### src/rtl/uart_rx_fifo.sv
// UART receiver (8N1, or 8E1 when UART_RX_PARITY_EN is defined) with a show-ahead
// byte FIFO drained by a single-cycle rd_en strobe; everything runs on clk.
module uart_rx_fifo #(
   parameter int CLKS_PER_BIT = 868,
   parameter int DEPTH_LOG2   = 4
) (
   input  logic                  clk,
   input  logic                  rst,
   input  logic                  rxd,
   input  logic                  rd_en,
   output logic [7:0]            dout,
   output logic                  empty,
   output logic                  full,
   output logic [DEPTH_LOG2:0]   count,
   output logic                  overrun,
   output logic                  frame_err
);

   localparam int DEPTH = 1 << DEPTH_LOG2;
   localparam logic [15:0]         HALF_M1  = 16'(CLKS_PER_BIT / 2 - 1);
   localparam logic [15:0]         FULL_M1  = 16'(CLKS_PER_BIT - 1);
   localparam logic [DEPTH_LOG2:0] CNT_ONE  = (DEPTH_LOG2 + 1)'(1);
   localparam logic [DEPTH_LOG2:0] CNT_FULL = (DEPTH_LOG2 + 1)'(DEPTH);

`ifdef UART_RX_PARITY_EN
   typedef enum logic [2:0] {
      IDLE   = 3'd0,
      START  = 3'd1,
      DATA   = 3'd2,
      PARITY = 3'd3,
      STOP   = 3'd4
   } state_t;

   function automatic logic even_parity_ok(input logic [7:0] d, input logic p);
      return ~(^{d, p});
   endfunction
`else
   typedef enum logic [2:0] {
      IDLE  = 3'd0,
      START = 3'd1,
      DATA  = 3'd2,
      STOP  = 3'd4
   } state_t;
`endif

   logic                  sync1_r;
   logic                  rxs_r;
   state_t                state_r;
   logic [15:0]           tmr_r;
   logic [2:0]            idx_r;
   logic [7:0]            shift_r;
   logic                  push_r;
   logic                  bad_r;
`ifdef UART_RX_PARITY_EN
   logic                  par_r;
`endif
   logic                  stop_ok_s;

   logic [7:0]            mem_r [0:DEPTH-1];
   logic [DEPTH_LOG2-1:0] wr_ptr_r;
   logic [DEPTH_LOG2-1:0] rd_ptr_r;
   logic [DEPTH_LOG2:0]   count_r;
   logic                  empty_r;
   logic                  full_r;
   logic                  overrun_r;
   logic                  frame_err_r;
   logic                  pop_ok_s;
   logic                  wr_ok_s;
   logic [DEPTH_LOG2:0]   count_nxt_s;

   // Two-flop synchroniser for the asynchronous line, idling high.
   always_ff @(posedge clk) begin
      if (rst) begin
         sync1_r <= 1'b1;
         rxs_r   <= 1'b1;
      end else begin
         sync1_r <= rxd;
         rxs_r   <= sync1_r;
      end
   end

   // Stop-bit acceptance, including the even-parity check when compiled in.
   always_comb begin
`ifdef UART_RX_PARITY_EN
      stop_ok_s = rxs_r & even_parity_ok(shift_r, par_r);
`else
      stop_ok_s = rxs_r;
`endif
   end

   // Deframing FSM: samples mid-bit and hands one push or error strobe to the FIFO stage.
   always_ff @(posedge clk) begin
      if (rst) begin
         state_r <= IDLE;
         tmr_r   <= 16'd0;
         idx_r   <= 3'd0;
         shift_r <= 8'd0;
         push_r  <= 1'b0;
         bad_r   <= 1'b0;
`ifdef UART_RX_PARITY_EN
         par_r   <= 1'b0;
`endif
      end else begin
         push_r <= 1'b0;
         bad_r  <= 1'b0;
         case (state_r)
            IDLE: begin
               tmr_r <= 16'd0;
               if (!rxs_r) begin
                  state_r <= START;
               end
            end
            START: begin
               if (tmr_r == HALF_M1) begin
                  tmr_r   <= 16'd0;
                  idx_r   <= 3'd0;
                  state_r <= rxs_r ? IDLE : DATA;
               end else begin
                  tmr_r <= tmr_r + 16'd1;
               end
            end
            DATA: begin
               if (tmr_r == FULL_M1) begin
                  tmr_r          <= 16'd0;
                  shift_r[idx_r] <= rxs_r;
                  idx_r          <= idx_r + 3'd1;
                  if (idx_r == 3'd7) begin
`ifdef UART_RX_PARITY_EN
                     state_r <= PARITY;
`else
                     state_r <= STOP;
`endif
                  end
               end else begin
                  tmr_r <= tmr_r + 16'd1;
               end
            end
`ifdef UART_RX_PARITY_EN
            PARITY: begin
               if (tmr_r == FULL_M1) begin
                  tmr_r   <= 16'd0;
                  par_r   <= rxs_r;
                  state_r <= STOP;
               end else begin
                  tmr_r <= tmr_r + 16'd1;
               end
            end
`endif
            STOP: begin
               if (tmr_r == FULL_M1) begin
                  tmr_r   <= 16'd0;
                  state_r <= IDLE;
                  if (stop_ok_s) begin
                     push_r <= 1'b1;
                  end else begin
                     bad_r <= 1'b1;
                  end
               end else begin
                  tmr_r <= tmr_r + 16'd1;
               end
            end
            default: begin
               state_r <= IDLE;
               tmr_r   <= 16'd0;
            end
         endcase
      end
   end

   // FIFO handshake: a pop on a full FIFO frees the slot the same-cycle push lands in.
   always_comb begin
      pop_ok_s    = rd_en & ~empty_r;
      wr_ok_s     = push_r & (~full_r | pop_ok_s);
      count_nxt_s = count_r;
      if (wr_ok_s && !pop_ok_s) begin
         count_nxt_s = count_r + CNT_ONE;
      end else if (!wr_ok_s && pop_ok_s) begin
         count_nxt_s = count_r - CNT_ONE;
      end else begin
         count_nxt_s = count_r;
      end
   end

   // FIFO storage; contents are not reset, only the pointers are.
   always_ff @(posedge clk) begin
      if (wr_ok_s) begin
         mem_r[wr_ptr_r] <= shift_r;
      end
   end

   // FIFO pointers, occupancy flags and the one-cycle status pulses.
   always_ff @(posedge clk) begin
      if (rst) begin
         wr_ptr_r    <= {DEPTH_LOG2{1'b0}};
         rd_ptr_r    <= {DEPTH_LOG2{1'b0}};
         count_r     <= {(DEPTH_LOG2 + 1){1'b0}};
         empty_r     <= 1'b1;
         full_r      <= 1'b0;
         overrun_r   <= 1'b0;
         frame_err_r <= 1'b0;
      end else begin
         if (wr_ok_s) begin
            wr_ptr_r <= wr_ptr_r + {{(DEPTH_LOG2 - 1){1'b0}}, 1'b1};
         end
         if (pop_ok_s) begin
            rd_ptr_r <= rd_ptr_r + {{(DEPTH_LOG2 - 1){1'b0}}, 1'b1};
         end
         count_r     <= count_nxt_s;
         empty_r     <= (count_nxt_s == {(DEPTH_LOG2 + 1){1'b0}});
         full_r      <= (count_nxt_s == CNT_FULL);
         overrun_r   <= push_r & full_r & ~pop_ok_s;
         frame_err_r <= bad_r;
      end
   end

   assign dout      = mem_r[rd_ptr_r];
   assign empty     = empty_r;
   assign full      = full_r;
   assign count     = count_r;
   assign overrun   = overrun_r;
   assign frame_err = frame_err_r;

endmodule

### config.mk
export PLATFORM = sky130hd
export DESIGN_NAME = uart_rx_fifo
export DESIGN_NICKNAME = d
export VERILOG_FILES = /design/src/rtl/uart_rx_fifo.sv
export SDC_FILE = /design/constraint.sdc
export NUM_CORES = 1
export LEC_CHECK = 0
export CORE_ASPECT_RATIO = 0.8
export CORE_MARGIN = 5
export CORE_UTILIZATION = 55
export CTS_CLUSTER_DIAMETER = 200
export CTS_CLUSTER_SIZE = 12
export DETAILED_ROUTE_END_ITERATION = 12
export PLACE_DENSITY = 0.82
export SETUP_SLACK_MARGIN = 0.2
export SYNTH_ARGS = -nofsm -noshare
export SYNTH_HDL_FRONTEND = slang
export SYNTH_SLANG_ARGS = --single-unit
### constraint.sdc
create_clock -name clk -period 5.65 [get_ports clk]
set_clock_uncertainty 0.15 [all_clocks]
set_input_delay 1.13 -clock clk [delete_from_list [all_inputs] [get_ports clk]]
set_output_delay 1.13 -clock clk [all_outputs]
set_load 0.1 [all_outputs]
==> flow_metrics.env <==
export IMPL_outcome="finished clean"
export IMPL_port_buffers=20
export IMPL_dieArea_um2=15890
export IMPL_worstPathRequired_ns=4.37
export IMPL_netlist_top_cells_count="128 x edfxtp_1, 55 x dfxtp_1, 53 x nor2_1"
export IMPL_finalHoldViolations=0
export IMPL_critPathMaxFanout=32
export IMPL_wl_per_cell_um=21.90
export IMPL_track_usage_pct=19.88
export IMPL_p_sw_uw=853.7
export IMPL_clockBufferDepth=2
export IMPL_worstPathArrival_ns=3.16
export IMPL_comb_power_share_pct=16.2
export IMPL_cap_violations=0
export IMPL_grt_overflow=0
export IMPL_synth_seq_cells=183
export IMPL_dp_hpwl_um=9256
export IMPL_core_area_um2=13010
export IMPL_layout_setup_ws_ns=1.205
export IMPL_grt_pass1_vias=4201
export IMPL_place_ws_ns=1.576
export IMPL_wl_um=14870
export IMPL_cts_tree="built"
export IMPL_drive_above_1_share_pct=18.25
export IMPL_syn_area_um2=7400
export IMPL_gp_congestion=0.8314
export IMPL_p_int_uw=2214
export IMPL_area_growth_pct=12.43
export IMPL_cts_root_buf="clkbuf_16"
export IMPL_fin_crit_sh_pct=78.67
export IMPL_hold_slack_ns=0.2537
export IMPL_die_h_um=113.7
export IMPL_slew_headroom_pct=21.89
export IMPL_cts_hold_buffers=0
export IMPL_yosysTopAreaCellShare_pct=51.94
export IMPL_synth_avg_cell_area_um2=15.68
export IMPL_antenna_cells=0
export IMPL_min_period_ns=4.445
export IMPL_drc=0
export IMPL_rsz0062_at_grt="no"
export IMPL_clkSinkCount=183
export IMPL_ys_flop_type="edfxtp_1"
export IMPL_routed_via_density=6.065
export IMPL_tns_ns=0
export IMPL_yosysMostFrequentCell="edfxtp_1"
export IMPL_ir_worst_vdd_uv=215.1
export IMPL_hold_path_class="reg2reg"
export IMPL_reg2reg_depth=4
export IMPL_path_class="reg2out"
export IMPL_maxSlewViolCount=0
export IMPL_critPathBufInv=2
export IMPL_crit_chain="buf_12 -> mux4_2 -> mux4_2 -> clkdlybuf4s50_1"
export IMPL_synth_seq_area_share_pct=66.82
export IMPL_clk_pin_slew_ns=0.07
export IMPL_cpMaxStageDelayCell="clkdlybuf4s50_1"
export IMPL_clock_latency_ns=0.42
export IMPL_crit_top_cell="mux4_2"
export IMPL_cts_buffers=17
export IMPL_reg2reg_to="mem_r[6][0]$_DFFE_PP_"
export IMPL_grt_pass1_wl_um=23490
export IMPL_die_w_um=139.7
export IMPL_start_util_pct=56.88
export IMPL_r2r_start="empty$_SDFF_PP1_"
export IMPL_vias=4118
export IMPL_synthCells=472
export IMPL_holdPathEnd="rxs_r$_SDFF_PP1_"
export IMPL_fillers=865
export IMPL_min_from="sync1_r$_SDFF_PP1_"
export IMPL_slowest_delay_ns=0.99
export IMPL_cts_resized=0
export IMPL_crit_family="buffers and inverters"
export IMPL_post_cts_buffers=0
export IMPL_worstMarginPinSlew_ns=1.168
export IMPL_p_leak_uw=0.002686
export IMPL_sw_frac_of_total_pct=27.83
export IMPL_synth_area_leader_cell="edfxtp_1"
export IMPL_yosys_top_cells_area="edfxtp_1 52%, dfxtp_1 15%, mux4_2 12%"
export IMPL_ys_warn_count=0
export IMPL_drt_initial_drc_count=383
export IMPL_crit_path_end_kind="primary output"
export IMPL_start_kind="flip-flop"
export IMPL_cts_max_level=4
export IMPL_num_rows=37
export IMPL_powerDensity_nw_per_um2=368.8
export IMPL_first_pass_iters=7
export IMPL_r2r_slack_ns=2.69
export IMPL_maxClockFrequency_mhz=225.0
export IMPL_setup_viol=0
export IMPL_syn_num_nets=487
export IMPL_synth_edff_count=128
export IMPL_antenna_found_initial=0
export IMPL_ant_nets=0
export IMPL_p_seq_share_pct=47.7
export IMPL_synth_distinct_cells=53
export IMPL_async_flop_share_pct=0
export IMPL_min_path_cells=1
export IMPL_grt_max_degree=34
export IMPL_final_nets=506
export IMPL_io_pins=21
export IMPL_clock_power_share_pct=36.1
==> per-layer routing <==
metal,vias up,track usage [%],wire length [µm]
met1,2056,24.34,5753
met2,185,33.84,7583
li1,1839,-,-
met5,-,0,0
met4,0,7.747,367
met3,38,5.616,1169
==> worst reg2reg max path: stages, from the launching register on <==
cell and delay [ns]:
dfxtp_1 0.34, nand2b_1 0.29, a21boi_1 0.62, nand2_1 0.27, nor2_1 0.90
==> area by class of cell <==
cell class	count	area [µm²]	share of cell area, %
clock buffer	21	460.4	5.535
clock inverter	11	87.58	1.053
inverter	9	33.78	0.4061
multi-input combinational	258	2345	28.18
sequential	183	4946	59.45
tap	175	219.0	2.632
timing repair buffer	22	227.7	2.737
==> per-stage QoR <==
stage          cell area (µm²)  std cells  total power (µW)  util (%)
2_1_floorplan             7400        472              1886         -
3_3_place_gp              7771        647              1982     59.74
3_5_place_dp              7771        647              1988     59.74
4_1_cts                   8319        679              3086     63.95
5_1_grt                   8319        679              3179     63.95
6_report                  8319        679              3068     63.95
==> cell usage in the layout, fill, tap and decap left out, types with 14 or more instances in the layout <==
master	n
clkdlybuf4s50_1	20
nand3_1	15
xor2_1	18
dfxtp_1	54
nand2_1	17
nor2_1	53
mux4_2	40
edfxtp_1	128
a21oi_1	14
clkbuf_16	17
==> registers in the layout (all words and copies together) (netlist names), 3 cells and up, named ones only <==
register	cells
count	5
idx_r	3
mem_r	128
rd_ptr_r	4
shift_r	8
state_r	3
tmr_r	16
wr_ptr_r	4
==> cell families after synthesis <==
family / count (synthesis) / share of synthesized area [%]
DFF: 183 / 66.82
and+or+nand+nor: 144 / 10.45
muxes: 46 / 13.00
AOI/OAI and AO/OA: 34 / 3.382
buffers and inverters: 31 / 1.758
xor gates and xnor gates: 23 / 2.722
adders and majority gates: 11 / 1.860
==> power groups by stage <==
stage / clock network (µW) / logic, µW / registers [µW]
2_1_floorplan: 0 / 296 / 1590
3_3_place_gp: 0 / 491 / 1490
3_5_place_dp: 0 / 497 / 1490
4_1_cts: 1120 / 501 / 1460
5_1_grt: 1190 / 525 / 1470
6_report: 1110 / 498 / 1460
==> worst max-delay path by stage <==
stage                            end  cells past startpoint      start
6_report                     dout[4]                      4  flip-flop
5_1_grt                      dout[4]                      4  flip-flop
4_1_cts                      dout[4]                      4  flip-flop
3_5_place_dp   mem_r[4][3]$_DFFE_PP_                      5      rd_en
3_3_place_gp                 dout[4]                      4  flip-flop
2_1_floorplan                dout[0]                      4  flip-flop
Note: power is estimated with default switching activity, not from simulation.
